===== config.mk =====
export PLATFORM = sky130hd
export DESIGN_NAME = fetch_stage
export DESIGN_NICKNAME = d
export VERILOG_FILES = /design/src/rtl/fetch_stage.sv
export SDC_FILE = /design/constraint.sdc
export NUM_CORES = 1
export LEC_CHECK = 0
export ABC_CLOCK_PERIOD_IN_PS = 4500
export CAP_MARGIN = 15
export CELL_PAD_IN_SITES_DETAIL_PLACEMENT = 1
export CELL_PAD_IN_SITES_GLOBAL_PLACEMENT = 2
export CORE_MARGIN = 2
export CORE_UTILIZATION = 27
export CTS_BUF_LIST = sky130_fd_sc_hd__clkbuf_2 sky130_fd_sc_hd__clkbuf_4 sky130_fd_sc_hd__clkbuf_8
export DETAILED_ROUTE_END_ITERATION = 16
export GPL_TIMING_DRIVEN = 0
export PLACE_DENSITY = 0.8
export SYNTH_ARGS = -nofsm -noshare
export SYNTH_HDL_FRONTEND = slang
export SYNTH_SLANG_ARGS = --single-unit
export TNS_END_PERCENT = 1

===== constraint.sdc =====
create_clock -name clk -period 4.5 [get_ports clk]
set_clock_uncertainty 0.05 [all_clocks]
set_input_delay 0.45 -clock clk [delete_from_list [all_inputs] [get_ports clk]]
set_output_delay 0.45 -clock clk [all_outputs]
set_load 0.01 [all_outputs]

===== src/rtl/fetch_stage.sv =====
// Instruction-fetch stage and IF/ID pipeline register.
// Holds the fetch PC and drives the instruction-memory address. Registers the
// fetched word, its PC and PC+4 toward decode. Applies execute redirects, and
// hazard-unit stalls and flushes. A redirect seen while fetch is stalled is
// parked until the stall releases.
// Ports:
//   clk, rst          clock, asynchronous active-high reset
//   stall_f, stall_d  hold PC / hold IF/ID (hazard unit)
//   flush_d           replace IF/ID contents with a bubble
//   pc_src, pc_target redirect request and target from execute
//   imem_addr         instruction-memory address (= pc_f)
//   imem_rdata        instruction word, combinational read of imem_addr
//   pc_f              current fetch PC
//   instr_d, pc_d, pc_plus4_d, valid_d   IF/ID register outputs
module fetch_stage #(
  parameter int unsigned     XLEN      = 32,
  parameter logic [XLEN-1:0] RESET_PC  = '0,
  parameter logic [31:0]     NOP_INSTR = 32'h0000_007F
) (
  input  logic            clk,
  input  logic            rst,
  input  logic            stall_f,
  input  logic            stall_d,
  input  logic            flush_d,
  input  logic            pc_src,
  input  logic [XLEN-1:0] pc_target,
  output logic [XLEN-1:0] imem_addr,
  input  logic [31:0]     imem_rdata,
  output logic [XLEN-1:0] pc_f,
  output logic [31:0]     instr_d,
  output logic [XLEN-1:0] pc_d,
  output logic [XLEN-1:0] pc_plus4_d,
  output logic            valid_d
);

  localparam int unsigned ILEN = 32;

  logic [XLEN-1:0] r_pc;
  logic            r_pend_valid;
  logic [XLEN-1:0] r_pend_target;
  logic [ILEN-1:0] r_instr;
  logic [XLEN-1:0] r_pc_d;
  logic [XLEN-1:0] r_pc_plus4_d;
  logic            r_valid_d;

  logic [XLEN-1:0] w_eff_target;
  logic [XLEN-1:0] w_pc_plus4;
  logic [XLEN-1:0] w_pc_next;

  // Word-aligned redirect target; low bits are dropped rather than trapped.
  assign w_eff_target = {pc_target[XLEN-1:2], 2'b00};
  assign w_pc_plus4   = r_pc + XLEN'(4);

  // PC selection: a live redirect outranks a parked one.
  always_comb begin
    w_pc_next = w_pc_plus4;
    if (pc_src) begin
      w_pc_next = w_eff_target;
    end else if (r_pend_valid) begin
      w_pc_next = r_pend_target;
    end
  end

  // Fetch PC and parked-redirect register.
  always_ff @(posedge clk or posedge rst) begin
    if (rst) begin
      r_pc          <= RESET_PC;
      r_pend_valid  <= 1'b0;
      r_pend_target <= '0;
    end else if (stall_f) begin
      if (pc_src) begin
        r_pend_valid  <= 1'b1;
        r_pend_target <= w_eff_target;
      end
    end else begin
      r_pc         <= w_pc_next;
      r_pend_valid <= 1'b0;
    end
  end

  // IF/ID register: flush beats stall beats load.
  always_ff @(posedge clk or posedge rst) begin
    if (rst) begin
      r_instr      <= NOP_INSTR;
      r_pc_d       <= '0;
      r_pc_plus4_d <= '0;
      r_valid_d    <= 1'b0;
    end else if (flush_d) begin
      r_instr      <= NOP_INSTR;
      r_pc_d       <= '0;
      r_pc_plus4_d <= '0;
      r_valid_d    <= 1'b0;
    end else if (!stall_d) begin
      r_instr      <= imem_rdata;
      r_pc_d       <= r_pc;
      r_pc_plus4_d <= w_pc_plus4;
      r_valid_d    <= 1'b1;
    end
  end

  assign imem_addr  = r_pc;
  assign pc_f       = r_pc;
  assign instr_d    = r_instr;
  assign pc_d       = r_pc_d;
  assign pc_plus4_d = r_pc_plus4_d;
  assign valid_d    = r_valid_d;

endmodule


# After elaboration in Yosys (flattened, before gate mapping)
# Cells that the tools add are included.
[classes]
n_eq_ne = 2
n_reduce_logical = 1
add_sub_neg = 1
n_mux = 12
[op_table]
columns = ["op", "count"]
rows = [
  ["2-to-1 mux 32 bit", 8],
  ["adder 32 x 3 -> 32 bit (second input constant)", 1],
  ["2-to-1 mux 1 bit", 4],
  ["!= test 2 x 1 -> 1 bit (second input constant)", 2],
  ["AND reduction 2 bit", 1],
]
[word_totals]
elab_cells = 23
out_inout_bits = 161
register_bits = 160
inputBits = 70

# Longest topological paths before layout
[depth]
word_depth = 3
mapped_depth = 7
mapped_depth_nobuf = 5

# Worst setup path before layout
# OpenSTA, ideal clock, no wires.
[synth_path]
kind = "reg2reg"
startpoint = "register r_pc[11] (netlist: imem_addr[11])"
endpoint = "register r_pc_plus4_d[26] (netlist: pc_plus4_d[26])"
t_required_ps = 4351
n_path_buf = 2
synth_period_minus_slack_ps = 2226
path_slack_ps = 2274
arrival_ps = 2076
stages_incl_launch_ff = 7
setup_ps = 99
cell_sequence = "dfrtp_1 buf_2 nand4_4 or4_1 buf_2 or4_1 a311oi_1"
[synth_via]
elab_chain_len = 3
[synth_rtl]
columns = ["item", "line", "rtl"]
rows = [
  ["start, declared", "38", "logic [XLEN-1:0] r_pc;"],
  ["start signal, assigned", "76", "r_pc <= w_pc_next;"],
  ["adder 32 x 3 -> 32 bit", "52", "assign w_pc_plus4 = r_pc + XLEN'(4);"],
  ["2-to-1 mux 32 bit", "93", "end else if (!stall_d) begin"],
  ["2-to-1 mux 32 bit", "88", "end else if (flush_d) begin"],
  ["end signal, assigned", "96", "r_pc_plus4_d <= w_pc_plus4;"],
  ["end, declared", "43", "logic [XLEN-1:0] r_pc_plus4_d;"],
]
# Every way passes these cells. The select of a mux whose other input is x is not followed.
# A chain may end at the register's enable or synchronous reset.

# Final worst setup path
[layout_path]
startpoint = "register r_pc[2] (netlist: imem_addr[2])"
endpoint = "register r_pc_plus4_d[31] (netlist: pc_plus4_d[31])"
# The elaborated chain is that of the path after synthesis.

==> qor.yml <==
grt_pass1_wl_um: 46000
hold_slack_ps: 342
grt_use_total: 0.197
cts_tree: "built"
syn_inst: 779
antenna_found_initial: 0
drt_iter0_drc: 392
clock_latency_ps: 480
rsz0062_at_grt: "no"
cts_sinks: 155
yosys_register_bits: 155
yosysWarnings: 0
die_y_um: 175
io_pins: 231
use_met2: 0.325
design_area_um2: 11000
num_vias: 7195
die_w_um: 175
synth.mux.area_fraction: 0.109
clockRootBuffer: "clkbuf_8"
grt-ovfl-total: 0
fin_nets: 1096
max_clock_freq_mhz: 346
synth_edf_count: 0
initial_core_util: 0.274
p_leak_nw: 4.51
top_usage_layer: "met2"
hold_path.class: "input port to register"
ys.flop_type: "dfrtp_1"
grt_use_met1: 0.256
cp-start-kind: "register"
seqCellArea_um2: 3890
async_flop_share: 1.00
cp_max_fo: 7
tightest_slew_ps: 1060
status: "complete, no violations"
syn_to_final_growth_pct: 40.3
dp_hpwl_um: 22200
fillerInstances: 3234
postCtsSetupBuffers: 0
synth_fa_ha_area_frac: 0.00159
slew_viol_final: 0
drive_above_1_share: 0.121
core.rowCount: 62
avgSynthCellArea_um2: 10.1
synth_top_family_by_area: "simple AND/OR/NAND/NOR gates"
die-area_um2: 30500
ctsResizeCount: 0
gp_congestion: 0.820
placed_area_um2: 10600
dr.pass1.iters: 5
drt_wl_total_um: 29600
relSlewSlack: 0.284
yosys.cell_types.count: 59
detail_route.wl_per_cell_um: 20.8
timing.final.crit_share: 0.642
yosys.area_share.simple: 0.160
synthXorXnorAreaFrac: 0.0112
cts_buffer_depth: 2
synth_compound_area_frac: 0.146
pre_cts_ws_ps: 1650
avgViaCountPerCell: 5.06
irDropWorstVdd_v: 0.000146
max_cap_viol_count: 0
setup_tns_ps: 0
grt_start_max_net_pins: 40
final_antenna_net_count: 0
syn_area_um2: 7850
endpoint_kind: "register"
grtUsageMet3: 0.0549
finalHoldViolations: 0
criticalPathCategory: "register to register"
grt_pass1_vias: 7546
critical_path_arrival_ps: 3190
synth.yosys.seq_area_share: 0.495
cts_hold_buf: 0
diodes: 0
fin_crit_ps: 2890
final.setup.worst_slack_ps: 1610
pwr_density_cell_nw_per_um2: 348
io_buffers: 220
finalSetupViolations: 0
fp.coreArea_um2: 28700
cts.reportedPaths.clkPinSlew_ps: 90
drc: 0
htreeDepth: 4
multi_input_area_um2: 3370
required_ps: 4800
numCtsBuffers: 17
-- kinds of logic (layout without fill, tap and decap cells) --
kind of cell,count (synthesis),in the layout
simple gates,248,248
fa+ha+maj,1,1
mux,82,82
other cells,1,4
compound gates,163,163
flops,155,155
buf+inv,119,375
xor+xnor,10,10
-- cells in the mapped netlist, types with 10 or more instances --
cell type	count	area [µm²]
a211oi_1	13	97.6
a21oi_1	41	205
a311oi_1	12	105
and3_1	10	62.6
buf_2	10	50.1
buf_4	38	285
clkbuf_1	49	184
dfrtp_1	148	3700
inv_1	10	37.5
mux2_2	30	338
mux2i_1	52	521
nand2_1	37	139
nand3_1	14	70.1
nand4_1	14	87.6
nor2_1	91	342
nor3_1	20	100
o21ai_0	19	95.1
or4_1	15	113
-- placed cells by master (no fill, tap or decap), types with 8 or more instances in the layout --
master / instances
clkdlybuf4s50_1: 220
dfrtp_1: 148
nor2_1: 91
mux2i_1: 52
clkbuf_1: 49
a21oi_1: 41
buf_4: 38
nand2_1: 37
mux2_2: 30
nor3_1: 20
o21ai_0: 19
clkbuf_8: 17
or4_1: 15
nand3_1: 14
nand4_1: 14
a211oi_1: 13
a311oi_1: 12
buf_2: 10
and3_1: 10
buf_1: 9
inv_1: 9
and2_1: 9
o31ai_1: 9
xnor2_1: 8
a211o_1: 8
a22oi_1: 8
-- report_power, final --
part           switching, W  total (W)  internal (W)
Sequential         0.000148    0.00169       0.00154
Clock              0.000561    0.00108      0.000515
Combinational      0.000517    0.00107      0.000549
-- area by class of cell --
class                           instances  area share
Buffer                                106      0.0502
Timing Repair Buffer                  224       0.207
Clock buffer                           21      0.0240
Multi-Input combinational cell        508       0.306
Tap cell                              384      0.0436
Inverter                               13     0.00477
Sequential cell                       155       0.353
Clock inverter                         11      0.0109
-- metrics by stage --
| step | std cells | utilization | power, W |
|---|---|---|---|
| final | 1422 | 0.384 | 0.00383 |
| after global routing | 1422 | 0.384 | 0.00404 |
| after CTS | 1422 | 0.384 | 0.00387 |
| after detailed placement | 1390 | 0.370 | 0.00279 |
| after global placement | 1386 | 0.368 | 0.00276 |
| after floorplan | 782 | - | 0.00220 |
-- path summary, 6_finish.rpt --
kind / from / endpoint / slack (ps) / cells past startpoint
max: imem_addr[2] / pc_plus4_d[31] / 1610 / 4
min: flush_d / valid_d / 340 / 2
max reg2reg: imem_addr[2] / pc_plus4_d[31] / 1610 / 4
min reg2reg: r_pend_target[14] / r_pend_target[14] / 460 / 1
max in group asynchronous: rst / imem_addr[13] / 3160 / 4
min in group asynchronous: rst / instr_d[18] / 370 / 2
-- flip-flops by register name, summed over array words and instances, names as in the netlist --
register / flops
instr_d: 32
pc_d: 31
imem_addr: 30
pc_plus4_d: 30
r_pend_target: 30
r_pend_valid: 1
valid_d: 1
-- worst max-delay path, stage by stage (launching register included) --
cell and delay, ps:
dfrtp_1 570, nand4_1 420, nor4_1 1020, nand2_1 270
a2111oi_0 430
-- routing by layer --
layer | vias to the layer above | part of all wire
met3 | 35 | 0.065
met5 | - | 0
met1 | 3644 | 0.44
met2 | 244 | 0.48
li1 | 3272 | -
met4 | 0 | 0.018
Note: power is estimated with default switching activity, not from simulation.
